==> src/rtl/alu_multicycle.sv <==
// Multi-cycle ALU: captures OP/A/B on an accepted start, runs single-cycle ops directly and SHIFT/MUL iteratively.
// Latency: done 1 cycle after start for simple ops, k+1 for SHIFT by k, WIDTH+1 for MUL.
// No backpressure: start is honoured only while idle, and is dropped otherwise; busy tells the requester to wait.
module alu_multicycle #(
    parameter int WIDTH = 8,
    parameter int SHW   = $clog2(WIDTH)
) (
    input  logic             clk,
    input  logic             reset,
    input  logic             start,
    input  logic [2:0]       OP,
    input  logic [WIDTH-1:0] InputA,
    input  logic [WIDTH-1:0] InputB,
    output logic [WIDTH-1:0] Out,
    output logic             Carry,
    output logic             Zero,
    output logic             Parity,
    output logic             Odd,
    output logic             busy,
    output logic             done
);

    // Iteration counter must hold WIDTH for the multiply.
    localparam int CW = $clog2(WIDTH + 1);

    localparam logic [2:0] OP_ADD   = 3'b000;
    localparam logic [2:0] OP_XOR   = 3'b001;
    localparam logic [2:0] OP_SHIFT = 3'b010;
    localparam logic [2:0] OP_AND   = 3'b011;
    localparam logic [2:0] OP_SUB   = 3'b100;
    localparam logic [2:0] OP_OR    = 3'b101;
    localparam logic [2:0] OP_MUL   = 3'b110;

    typedef enum logic [1:0] {
        IDLE = 2'd0,
        RUN  = 2'd1,
        DONE = 2'd2
    } state_t;

    state_t               state_q, state_d;
    logic [2:0]           op_q, op_d;
    logic [WIDTH-1:0]     a_q, a_d;        // multiplicand, or the shifting operand
    logic [2*WIDTH-1:0]   prod_q, prod_d;  // {partial high, remaining multiplier / low bits}
    logic [CW-1:0]        cnt_q, cnt_d;    // iterations left in RUN
    logic [WIDTH-1:0]     out_q, out_d;
    logic                 carry_q, carry_d;

    logic [WIDTH:0]       add_res;
    logic [WIDTH:0]       sub_res;
    logic [WIDTH:0]       mul_sum;
    logic [2*WIDTH-1:0]   prod_step;
    logic [WIDTH-1:0]     a_shl;
    logic [SHW-1:0]       shamt;

    // Datapath helpers: one-shot arithmetic from the live inputs, one iteration step from the captured state.
    always_comb begin
        add_res   = {1'b0, InputA} + {1'b0, InputB};
        sub_res   = {1'b0, InputA} - {1'b0, InputB};
        shamt     = InputB[SHW-1:0];
        // Right-shifting shift-add: add A into the high half when the current multiplier bit is set.
        mul_sum   = {1'b0, prod_q[2*WIDTH-1:WIDTH]} + (prod_q[0] ? {1'b0, a_q} : {(WIDTH+1){1'b0}});
        prod_step = {mul_sum, prod_q[WIDTH-1:1]};
        a_shl     = {a_q[WIDTH-2:0], 1'b0};
    end

    // Next-state and result computation; Out/Carry only change on the transition into DONE.
    always_comb begin
        state_d = state_q;
        op_d    = op_q;
        a_d     = a_q;
        prod_d  = prod_q;
        cnt_d   = cnt_q;
        out_d   = out_q;
        carry_d = carry_q;

        case (state_q)
            IDLE: begin
                if (start) begin
                    op_d    = OP;
                    a_d     = InputA;
                    prod_d  = {{WIDTH{1'b0}}, InputB};
                    state_d = DONE;
                    case (OP)
                        OP_ADD: begin
                            out_d   = add_res[WIDTH-1:0];
                            carry_d = add_res[WIDTH];
                        end
                        OP_XOR: begin
                            out_d   = InputA ^ InputB;
                            carry_d = 1'b0;
                        end
                        OP_AND: begin
                            out_d   = InputA & InputB;
                            carry_d = 1'b0;
                        end
                        OP_SUB: begin
                            out_d   = sub_res[WIDTH-1:0];
                            carry_d = sub_res[WIDTH];
                        end
                        OP_OR: begin
                            out_d   = InputA | InputB;
                            carry_d = 1'b0;
                        end
                        OP_SHIFT: begin
                            if (shamt == '0) begin
                                // Zero shift finishes at once with nothing shifted out.
                                out_d   = InputA;
                                carry_d = 1'b0;
                            end else begin
                                cnt_d   = CW'(shamt);
                                state_d = RUN;
                            end
                        end
                        OP_MUL: begin
                            cnt_d   = CW'(WIDTH);
                            state_d = RUN;
                        end
                        default: begin
                            out_d   = '0;
                            carry_d = 1'b0;
                        end
                    endcase
                end
            end

            RUN: begin
                cnt_d = cnt_q - CW'(1);
                if (op_q == OP_SHIFT) begin
                    a_d = a_shl;
                    if (cnt_q == CW'(1)) begin
                        out_d   = a_shl;
                        carry_d = a_q[WIDTH-1];
                        state_d = DONE;
                    end
                end else begin
                    prod_d = prod_step;
                    if (cnt_q == CW'(1)) begin
                        out_d   = prod_step[WIDTH-1:0];
                        carry_d = |prod_step[2*WIDTH-1:WIDTH];
                        state_d = DONE;
                    end
                end
            end

            DONE: begin
                state_d = IDLE;
            end

            default: begin
                state_d = IDLE;
            end
        endcase
    end

    // State and result registers; reset aborts any operation in flight.
    always_ff @(posedge clk or posedge reset) begin
        if (reset) begin
            state_q <= IDLE;
            op_q    <= '0;
            a_q     <= '0;
            prod_q  <= '0;
            cnt_q   <= '0;
            out_q   <= '0;
            carry_q <= 1'b0;
        end else begin
            state_q <= state_d;
            op_q    <= op_d;
            a_q     <= a_d;
            prod_q  <= prod_d;
            cnt_q   <= cnt_d;
            out_q   <= out_d;
            carry_q <= carry_d;
        end
    end

    // Status and flags decode straight from registered state, so they are glitch-free.
    always_comb begin
        Out    = out_q;
        Carry  = carry_q;
        Zero   = (out_q == '0);
        Parity = ^out_q;
        Odd    = out_q[0];
        busy   = (state_q != IDLE);
        done   = (state_q == DONE);
    end

endmodule

==> config.mk <==
export PLATFORM = sky130hd
export DESIGN_NAME = alu_multicycle
export DESIGN_NICKNAME = d
export VERILOG_FILES = /design/src/rtl/alu_multicycle.sv
export SDC_FILE = /design/constraint.sdc
export NUM_CORES = 1
export LEC_CHECK = 0
export BUFFER_PORTS_ARGS = -buffer_cell sky130_fd_sc_hd__buf_4
export CAP_MARGIN = 20
export CORE_ASPECT_RATIO = 1.2
export CORE_MARGIN = 4
export CORE_UTILIZATION = 27
export CTS_CLUSTER_DIAMETER = 60
export CTS_CLUSTER_SIZE = 20
export DETAILED_ROUTE_END_ITERATION = 7
export GPL_TIMING_DRIVEN = 0
export PLACE_DENSITY = 0.53
export SETUP_SLACK_MARGIN = 0.5
export SYNTH_ARGS = -nofsm -noshare
export SYNTH_HDL_FRONTEND = slang
export SYNTH_SLANG_ARGS = --single-unit
export TNS_END_PERCENT = 1
==> constraint.sdc <==
create_clock -name clk -period 4.25 [get_ports clk]
set_clock_uncertainty 0.1 [all_clocks]
set_input_delay 0.2125 -clock clk [delete_from_list [all_inputs] [get_ports clk]]
set_output_delay 0.2125 -clock clk [all_outputs]
set_load 0.02 [all_outputs]
# == Word-level counts from Yosys, hierarchy flattened ==
# Index checks and enable logic that the tools add are counted.
# Widths: inputs -> output; s select.
# classes
addsub,4
n_mul,0
div_mod_pow,0
order_cmp,0
n_eq_ne,18
n_shift,0
n_mux,30
bitwise,3
reduce_logical,14
# op_table
cell,count
$mux 8,8
$pmux 8 s7,1
$mux 16,2
$pmux 16 s2,1
$pmux 8 s2,2
$add 8x8->9,2
$pmux 4 s2,2
$ne 2x2->1 const B,5
$eq 3x2->1 const B,3
$eq 3x3->1 const B,3
$sub 8x8->9,1
$and 8x8->8,1
$logic_not 8->1,1
$mux 4,2
$or 8x8->8,1
$pmux 2 s2,2
$reduce_or 8->1,1
$reduce_xor 8->1,1
$xor 8x8->8,1
$logic_not 3->1,2
$mux 2,3
$ne 3x3->1 const B,2
$reduce_and 3->1,2
$mux 1,5
other kinds (13),15
# word_totals
regBits,42
latch_bits,0
ramBits,0
rom_bits,0
mem_count,0

# == Longest topological paths before layout ==
# logic_depth
depth_word,6
depth_mapped,9
mapped_depth_nobuf,9

# == Least setup slack after synthesis ==
# No wires, ideal clock.
# synth_timing
path_kind,reg2reg
start,register prod_q[0]
end,register carry_q (netlist: Carry)
arrival_time_ps,2139
t_required_ps,4018
path_slack_ps,1879
path_stages_with_launch,9
path_cell_list,dfrtp_1 -> and2_1 -> ha_1 -> fa_1 -> a31o_2 -> a311oi_2 -> xor2_1 -> and4bb_1 -> o21ai_1
# synth_via
elab_chain_len,6
# synth_lines
item,line,source
start: declaration,43,"logic [2*WIDTH-1:0] prod_q, prod_d;"
start signal: assignment,169,prod_q <= prod_d;
$mux 8,61,"mul_sum = {1'b0, prod_q[2*WIDTH-1:WIDTH]} + (prod_q[0] ? {1'b0, a_q} : {(WIDTH+1){1'b0}});"
$add 8x8->9,61,
$reduce_or 8->1,139,carry_d = |prod_step[2*WIDTH-1:WIDTH];
$mux 1,137,if (cnt_q == CW'(1)) begin
$mux 1,128,if (op_q == OP_SHIFT) begin
$pmux 1 s2,76,case (state_q)
end signal: assignment,172,carry_q <= carry_d;
end: declaration,46,"logic carry_q, carry_d;"
# Every way passes these cells. The select of a mux whose other input is x is not followed.
# A chain may end at the register's enable or synchronous reset.

# == Worst setup path in the final report ==
# Same ends and word-level chain as after synthesis.

==> impl_results.md <==
- Nets: between 500 and 600
- Leakage: 2.043 nW
- P per Cell Area: 614.4 mW/mm^2
- Seq pwr share: 27.7%
- Max cap viols: 0
- Overflow after GRT: 0
- DR iter-0 viols: 181
- Maximum level of the CTS H-tree: 2
- RSZ-0062 raised after global routing: no
- DP HPWL: roughly 9100 um
- Met2 Routed Length: 5913 um
- Hold Path Origin: InputB[0]
- Die Width: 114.8 um
- Crit. End Element: flip-flop
- Sw Share: 45.23%
- Worst R2R Start: prod_q[0]
- GRT Resource Usage Total: 14.77%
- Critical Path Fanout Max: 9
- R2r setup slk: ~1.6 ns
- Number of CTS-inserted buffers: 5
- Reg2reg end: Carry
- Worst slew pin tran: 0.7007 ns
- Vias in the first global route: 3501
- Clk slew on worst S/H paths: ~0.060 ns
- Endpoints failing setup: 0
- Via density: 5.168
- Post-synth EDFFs: 0
- Net count after synthesis: 522
- Worst reg2reg path depth: 8
- Req. time, crit path: 4.30 ns
- Gate Count Post-Synth: around 460
- Worst vdd ir: 210.8 uV
- FMAX: ~0.38 GHz
- Antenna-violating nets left: 0
- # diodes: 0
- Netlist cell types: 69
- Skew-Pair Late Insertion Delay: 0.28 ns
- Clock network fraction of total power: 16.0%
- Starting Density: 27.81%
- Global-route wire length before repair: 18500 um
- Postcts setup bufs: 0
- CTS tree: done
- TNS Setup: 0 ns
- Worst setup SP type: flip-flop
- Root buf cell: clkbuf_16
- Post-Syn Area: roughly 0.0037 mm^2
- Core footprint: 0.01330 mm^2
- Post-synthesis sequential area ratio: 28.43%
- DRT Wirelength: 11240 um
- Net Switching: about 1.2 mW
- Crit Path Class: flip-flop to flip-flop
- Clk buf depth: 2
- Met3 WL: 304 um
- Layout area overhead: 18.00%
- Die H: 136.2 um
- Final Critical Period: 2.642 ns
- Met1 Wirelength: 4771 um
- Post-synth ARST share: 100.0%
- Hold Vio Cnt, Final: 0
- #FFs+latches synth: 42
- Worst slew margin: between 50% and 60%
- Worst Hold Path EP: cnt_q[0]
- Largest net degree at the start of global routing: 42
- Final routed DRC violation total: 0
- Port bufs: 35
- DIE AREA: 0.01564 mm^2
- Fin area: 0.004363 mm^2
- Yosys warning count: 0
- Combinational Power Share: a little under three fifths
- I/O Pins: 36
- Top layer in use: met4
- Hold path depth: 3
- Post-Syn Area per Cell: 8.073 um^2
- Routability cong.: 0.9125
- Share of cells above drive strength 1: 13.92%
- Internal: about 1.5 mW
- Routed length per instance: 16.76 um
- First-pass DRT Iterations: 5
- Arrival time at the worst endpoint: 2.70 ns
- Final Cycle Share: a little over 60%
- Max Slew Vio Count: 0
- Min-delay worst type: primary input to flip-flop
- CTS sink cnt: 42
- Commonest register cell after synthesis: dfrtp_1
- Row count: 46
- Placed Area: about 0.0042 mm^2
- Via count: 3468
- Initial antenna violation count: 0
- Status: complete, no violations
==> cells by family after synthesis <==
kind of cell	Yosys count	share of synthesized area, %
buf+inv	63	7.174
fa+ha+maj	42	14.82
xor+xnor	11	2.606
simple gates	155	20.51
compound gates	138	24.53
mux	7	1.929
flops	42	28.43
==> critical path, cell delays in order (launching register included) <==
cell	delay [ns]
dfrtp_1	0.45
and2_1	0.19
ha_1	0.20
fa_1	0.41
a31o_2	0.29
a311oi_2	0.34
a21oi_1	0.14
and4bb_1	0.32
o21ai_1	0.07
==> layout by cell type, fill, tap and decap left out, drive strengths merged, types with 6 or more instances in the layout <==
cell type,n
nor2b,6
nand3,9
mux2i,6
nand2,52
o21ai,43
ha,39
o22a,7
and2,12
buf,51
inv,37
a21oi,38
nor3,10
nand2b,7
dfrtp,42
nor2,38
xor2,6
clkbuf,18
==> state kept, by name, indices dropped and copies added, names as in the netlist <==
signal   cells
prod_q      16
Out          8
a_q          8
cnt_q        4
op_q         3
state_q      2
Carry        1
==> synth_stat cells, types with 3 or more instances <==
library cell | number | share of area (%)
a22o_1 | 4 | 0.95
buf_2 | 11 | 1.5
a31oi_1 | 5 | 0.85
a21oi_1 | 37 | 5.0
mux2i_1 | 6 | 1.6
nor3_1 | 9 | 1.2
o21ai_0 | 40 | 5.4
a221oi_1 | 4 | 0.95
o21ai_1 | 3 | 0.41
nand2b_1 | 7 | 1.2
fa_1 | 3 | 1.6
and2_1 | 12 | 2.0
o22ai_1 | 3 | 0.51
a211oi_1 | 3 | 0.61
ha_1 | 39 | 13
and3_1 | 3 | 0.51
nor2_1 | 38 | 3.9
inv_1 | 36 | 3.7
dfrtp_1 | 42 | 28
nand2_1 | 52 | 5.3
nor3b_1 | 3 | 0.61
or3_1 | 3 | 0.51
xor2_1 | 6 | 1.4
a21o_1 | 3 | 0.61
nor2b_1 | 6 | 1.0
xnor2_1 | 5 | 1.2
nand3_1 | 9 | 1.2
clkbuf_1 | 11 | 1.1
o22a_1 | 7 | 1.7
a22oi_1 | 3 | 0.61
==> area by class of cell <==
class,instances,area [um^2]
well taps,168,210.2
clock inverters,1,30.03
repair buffers,37,292.8
plain buffers,26,126.4
flip-flops and latches,42,1051
inverters,37,138.9
fillers,1417,8932
clock buffers,7,132.6
multi-input cells,353,2381
==> power groups by stage <==
stage / Sequential (mW) / Combinational [mW] / Clock, mW
2_1_floorplan: 0.740 / 1.01 / 0
3_3_place_gp: 0.747 / 1.49 / 0
3_5_place_dp: 0.750 / 1.51 / 0
4_1_cts: 0.745 / 1.52 / 0.435
5_1_grt: 0.770 / 1.68 / 0.449
6_report: 0.743 / 1.51 / 0.429
==> worst max path at each step <==
| stage | slack [ns] | start | end | cells after the start |
|---|---|---|---|---|
| 6_report | 1.61 | prod_q[0] | Carry | 8 |
| 3_5_place_dp | 1.59 | prod_q[0] | Carry | 8 |
| 3_3_place_gp | 1.60 | InputB[0] | Out[4] | 9 |
| 5_1_grt | 1.49 | prod_q[0] | Carry | 8 |
| 4_1_cts | 1.59 | prod_q[0] | Carry | 8 |
| 2_1_floorplan | 1.88 | prod_q[0] | Carry | 8 |
==> metrics by stage <==
step                      cells  hold WS (ns)  setup WS (ns)  power [mW]  utilization, %
after floorplan             458        0.3111          1.879       1.755               -
after global routing        671        0.2320          1.486       2.900           32.82
final                       671        0.2046          1.608       2.681           32.82
after global placement      661        0.3753          1.603       2.238           31.37
after detailed placement    662      -0.01867          1.593       2.262           31.52
after CTS                   671        0.1984          1.591       2.696           32.82
==> per-layer routing <==
metal	global-route usage, %	vias up
li1	-	1698
met4	5.871	0
met3	1.291	15
met1	18.06	1694
met2	26.54	61
met5	0	-
==> timing repair <==
item                                   CTS  global route
gates resized for setup                  0             0
hold buffers                             1             0
endpoints found under the hold margin   42             0
Note: power is estimated with default switching activity, not from simulation.
